**config.mk**
```make
export PLATFORM = sky130hd
export DESIGN_NAME = sig_control
export DESIGN_NICKNAME = d
export VERILOG_FILES = /design/src/rtl/sig_control.sv
export SDC_FILE = /design/constraint.sdc
export NUM_CORES = 1
export LEC_CHECK = 0
export ABC_AREA = 0
export CAP_MARGIN = 5
export CORE_AREA = 10 10 47 49
export CTS_CLUSTER_DIAMETER = 200
export DETAILED_ROUTE_END_ITERATION = 7
export DIE_AREA = 0 0 57 59
export GPL_TIMING_DRIVEN = 0
export PLACE_DENSITY = 0.65
export SLEW_MARGIN = 20
export SYNTH_ARGS = -nofsm -noshare
export SYNTH_HDL_FRONTEND = slang
export SYNTH_SLANG_ARGS = --single-unit
```
**constraint.sdc**
```tcl
create_clock -name clock -period 2.2 [get_ports clock]
set_input_delay 0.22 -clock clock [delete_from_list [all_inputs] [get_ports clock]]
set_output_delay 0.22 -clock clock [all_outputs]
set_load 0.02 [all_outputs]
```
**src/rtl/sig_control.sv**
```systemverilog
// sig_control: highway/country-road traffic-light Moore FSM with programmable
// yellow and all-red phase lengths.
module sig_control #(
    parameter int Y2RDELAY = 3,
    parameter int R2GDELAY = 2,
    parameter int CNT_W    = 8
) (
    input  logic       clock,
    input  logic       clear,
    input  logic       x,
    output logic [1:0] hwy,
    output logic [1:0] cntry
);
    localparam logic [2:0] S0 = 3'd0;
    localparam logic [2:0] S1 = 3'd1;
    localparam logic [2:0] S2 = 3'd2;
    localparam logic [2:0] S3 = 3'd3;
    localparam logic [2:0] S4 = 3'd4;
    localparam logic [1:0] GREEN  = 2'd0;
    localparam logic [1:0] YELLOW = 2'd1;
    localparam logic [1:0] RED    = 2'd2;
    localparam logic [CNT_W-1:0] Y_LAST = CNT_W'(Y2RDELAY - 1);
    localparam logic [CNT_W-1:0] R_LAST = CNT_W'(R2GDELAY - 1);

    logic [2:0]       state, nxt;
    logic [CNT_W-1:0] timer;
    logic             timed;

    always_comb begin
        nxt = S0;
        case (state)
            S0: nxt = x ? S1 : S0;
            S1: nxt = (timer == Y_LAST) ? S2 : S1;
            S2: nxt = (timer == R_LAST) ? S3 : S2;
            S3: nxt = x ? S3 : S4;
            S4: nxt = (timer == Y_LAST) ? S0 : S4;
            default: nxt = S0;
        endcase
    end

    assign timed = (state == S1) || (state == S2) || (state == S4);

    // Timer restarts on every state change, so each timed phase starts from 0.
    always_ff @(posedge clock) begin
        if (clear) begin
            state <= S0;
            timer <= '0;
        end else begin
            state <= nxt;
            timer <= (nxt != state || !timed) ? '0 : timer + 1'b1;
        end
    end

    assign hwy   = (state == S0) ? GREEN : (state == S1) ? YELLOW : RED;
    assign cntry = (state == S3) ? GREEN : (state == S4) ? YELLOW : RED;
endmodule

```
### Word level (Yosys, flattened, before mapping)

Index checks and enable logic that the tools add are counted.

* register bits after elaboration: 11
* input bits: 3
* output and inout port bits: 4

* $add $sub $neg: 1
* equality and inequality tests: 7
* mux-type cells: 10
* reductions and logical operators: 6

Operators by type and width (number)
* 3-bit one-hot mux with 5 select lines: 1
* 2-bit 2-to-1 mux: 5
* 8-bit by 1-bit adder with 8-bit output, second input constant: 1
* 8-bit by 1-bit equality test with 1-bit output, second input constant: 1
* 8-bit by 2-bit equality test with 1-bit output, second input constant: 1
* 3-bit by 2-bit equality test with 1-bit output, second input constant: 2
* 3-bit 2-to-1 mux: 2
* 3-bit by 1-bit equality test with 1-bit output, second input constant: 1
* 3-bit equality test, second input constant: 1
* 3-bit zero test: 1
* 1-bit logical OR: 3
* 3-bit inequality test: 1
* 1-bit 2-to-1 mux: 2
* 2-bit OR reduction: 1
* 1-bit zero test: 1

### Logic depth before layout (Yosys ltp)

Gate-level depths: netlist of run 1.

* depth in word-level cells: 6
* depth in mapped cells: 5
* depth with buffers taken out: 5

### Worst setup path before layout of run 1

Ideal clock, no wire load.

* path kind: reg2out
* start: register state[1]
* end: output port cntry[1]
* data arrival time: 1.409 ns
* required time: 1.980 ns
* path slack: 0.571 ns
* cell stages (with the launch flop): 4
* buffers on the path: 1
* path through: dfxtp_1 buf_1 nor3b_1 a21oi_1

* word-level cells in the longest chain between the ends: 3
* elaborated cells between the ends (all ways): 4
* classes of those cells: eq/ne: 2; mux: 2

Ends and longest elaborated chain
* from (decl): line 25 `logic [2:0] state, nxt;`
* from (signal assigned): line 49 `state <= nxt;`
* 3-bit equality test: line 55 `assign cntry = (state == S3) ? GREEN : (state == S4) ? YELLOW : RED;`
* 2-bit 2-to-1 mux: line 55
* 2-bit 2-to-1 mux *: line 55
* to (decl): line 12 `output logic [1:0] cntry`

Mark *: on every way between the ends. The rest lies on a longest branch, timed or not.

### Final worst setup path of run 1

* start: register state[1]
* end: output port hwy[0]

* word-level cells in the longest chain between the ends: 3
* elaborated cells between the ends (all ways): 4
* classes of those cells: eq/ne: 1; mux: 2; reduce/logical: 1

Ends and longest elaborated chain
* 3-bit by 1-bit equality test with 1-bit output: line 54 `assign hwy = (state == S0) ? GREEN : (state == S1) ? YELLOW : RED;`
* 2-bit 2-to-1 mux: line 54
* 2-bit 2-to-1 mux *: line 54
* to (decl): line 11 `output logic [1:0] hwy,`

Marked as above.

==> results of run 1 <==
## metrics by stage
stage | utilization, % | cell area (sq um) | power (uW)
6_report | 51.0 | 714 | 373
5_1_grt | 51.0 | 714 | 399
4_1_cts | 50.5 | 708 | 381
3_5_place_dp | 48.7 | 682 | 245
3_3_place_gp | 48.7 | 682 | 245
2_1_floorplan | - | 612 | 235
## sequential cells by signal, summed over array words and instances (netlist names)
name	flops
state	3
timer	8
## cell usage in the layout (no fill, tap or decap), types with 2 or more instances in the layout
cell type | Yosys | layout
clkbuf_1 | 1 | 2
dfxtp_1 | 11 | 11
nor3_1 | 6 | 6
inv_1 | 4 | 4
or2_2 | 2 | 2
clkbuf_4 | 0 | 3
clkdlybuf4s50_1 | 0 | 5
nor2_1 | 10 | 10
ha_1 | 3 | 3
nand3_1 | 6 | 6
clkbuf_2 | 1 | 2
xor2_1 | 5 | 5
xnor2_1 | 2 | 2
## logic make-up after synthesis
kind of cell	share of synthesized area [%]
AND/OR/NAND/NOR	27.4
multiplexers	1.64
AO/OA/AOI/OAI	13.5
flip-flops	36.0
buffers and inverters	5.31
adder cells (fa/ha/maj)	6.14
XOR/XNOR	10.0
## layout make-up
type                            instances  area (sq um)  area share [%]
Clock buffer                            4          26.3            3.68
Tap cell                               16          20.0            2.80
Sequential cell                        11           220            30.8
Buffer                                  4          18.8            2.63
Multi-Input combinational cell         50           364            51.0
Inverter                                4          15.0            2.10
Timing Repair Buffer                    5          50.0            7.01
## final timing paths
kind / end / slack [ns] / cells past startpoint
max: hwy[0] / 0.18 / 4
min: state[2]$_SDFF_PP0_ / 0.33 / 2
max reg2reg: timer[7]$_SDFF_PP0_ / 0.76 / 4
min reg2reg: timer[0]$_SDFF_PP0_ / 0.52 / 1
## worst max-delay path, cell delays in order, from the launching register on
cell and delay, ns:
dfxtp_1 0.33, clkbuf_2 0.19, or2_2 0.31, nor2_1 0.09, clkdlybuf4s50_1 0.61
## metal layers
metal  vias to the layer above  GRT usage, %  share of wire [%]
met5                         -             0                  0
met4                         0          3.02               0.68
met3                         2          5.15                6.6
met2                        13          12.6                 44
met1                       232          9.02                 49
li1                        264             -                  -
## what timing repair did
item                       4_1_cts  5_1_grt
gates resized for setup          0        2
setup endpoints to repair        0        3
hold endpoints to repair         0        0
setup buffers                    0        0
## report_power, final
group / total, uW / switching [uW] / internal (uW)
Combinational: 36.7 / 21.5 / 15.1
Sequential: 204 / 2.55 / 202
Clock: 132 / 61.7 / 70.0
Total: 373 / 85.7 / 287
==> impl_summary.md, run 1 <==
Clock tree
The number of buffers between clock root and the deepest sink is 2. The clock net sink count is 11. The depth of the CTS H-tree is 1. Buffers inserted to repair hold after CTS numbered 0. The clock tree from TritonCTS is done. After clock tree synthesis, the clock-pin slew on the worst setup and hold paths is 0.07 ns. The CTS buffer count is 3.

CTS placed an instance of clkbuf_4 at the clock tree root. Clock latency on the worst-skew pair, taken at its later pin, is 0.26 ns.

Synth
By area the synthesized netlist is led by dfxtp_1 (36%), xor2_1 (7.2%), ha_1 (6.1%), nor2_1 (6.1%), nand3_1 (4.9%). The synthesized area divided by synthesized cell count is 8.87 sq um. The post-synthesis sequential area ratio is 36.0%.

The Yosys step of the flow raised 0 warnings. The share of synthesized area in the top cell type comes to 36.0%. In this run, synthesis produced a sequential element count of 11. The instance count of the mapped netlist is 69.

The dominant register cell in the synthesized netlist is dfxtp_1. After synthesis the cells add up to 612 sq um. When the netlist entered floorplanning its net count stood at 75. The count of distinct cell types in the synthesized netlist is 29. In the synthesized netlist, the cells that appear most often are dfxtp_1 (11), nor2_1 (10), nand3_1 (6), nor3_1 (6), xor2_1 (5). The biggest area contributor in the post-synthesis netlist is dfxtp_1. The synthesized design contains 0 enable-type register cells.

For this run, asynchronously set or reset flops after synthesis account for 0%. dfxtp_1 is the most common cell in the netlist.

STA
The sum of negative setup slack is 0 ns. The post-route clock period utilization is 91.9%. The clock period could shrink to 2.02 ns. The final count of hold timing violations is 0. Setup repair after global routing left no endpoint under its margin. The final count of pins violating max slew is 0.

The worst slew slack as a fraction of its limit is 72.0%. The worst hold slack is 0.325 ns. The transition time at the pin with the least slew margin is 0.419 ns. The clock skew is 0.00719 ns. The maximum operating frequency is 495 MHz. The slack of the critical path is 0.178 ns. Setup violations remaining at the end of the flow were counted as 0.

Global routing
The number of antenna violations at the first check in global routing is 0. Entering global routing, the biggest net connects 11 pins. Global routing finished with a remaining overflow of 0. The first-pass GRT wire length is 2.19 mm. The total global-route track usage is 8.20%. The via count of the first global-routing pass came to 497.

Setup path
STA classifies the critical path endpoint as an output pin. STA classifies the critical path startpoint as a register. Along the worst path, the maximum fanout reaches 10. In this run the critical register-to-register path is launched from timer[4]$_SDFF_PP0_. The type of the worst setup path is register to output pin.

The critical path starts at state[1]$_SDFF_PP0_. Data arrives at the worst endpoint at 1.80 ns. The worst path required time is 1.98 ns.

Floorplan
The placeable core region is 0.00140 sq mm. 7 I/O pins were placed. The die area is 0.00336 sq mm. The number of core rows is 14.

The starting utilization of the core area is 43.7%. The die span in y is 59 microns. The die is 57 microns wide.

Routing
The total length of routed wires is 1.18 mm. In the final routed layout, each cell accounts on average for 12.6 microns. The detailed router's first-iteration violation count is 11. The first detailed-routing pass took 2 iterations. The routed layout has 511 vias. The final routed DRC violation total is 0. The count of nets left with antenna violations once routing finished came out at 0.

Dividing the detail-routed via count by the number of cells gives 5.44.

Place
At the end of routability-driven placement, the weighted congestion stood at 0.778. The pre-CTS setup slack is 0.371 ns. The HPWL reported at the end of detailed placement is 877 microns. The count of port buffers added during placement is 5. Including well taps, the total number of placed cells is 90.

Cells and area
The layout has 131 filler cells. The net count of the finished layout is 85. The signed area change from the synthesized netlist to the final layout is 16.8%.

The count of placed standard cells in the final layout, fillers left out is 94. The number of antenna diodes in the final layout is 0. Cells with a size suffix above 1 make up 16.7% of the layout.

Power
The worst vdd rail ir drop is 0.000276 V. For this design the ratio of total power to cell area is 522 mW/mm^2. The leakage power summed over all cells is 0.000276 uW.

Min path
The startpoint of the lowest-slack hold path is clear. In this run the worst hold path is classified as primary input to register.

Run status
The flow ran to the end, and the final reports show no timing, DRC or antenna violations.

Flow run
Max-cap violations in this run came to 0.
No activity file was read; power rests on OpenSTA's default activity.
==> inputs of run 2 (changes only) <==
CAP_MARGIN = 10   (was 5)
==> results of run 2 <==
Final layout, timing and power as in run 1 (identical DEF).
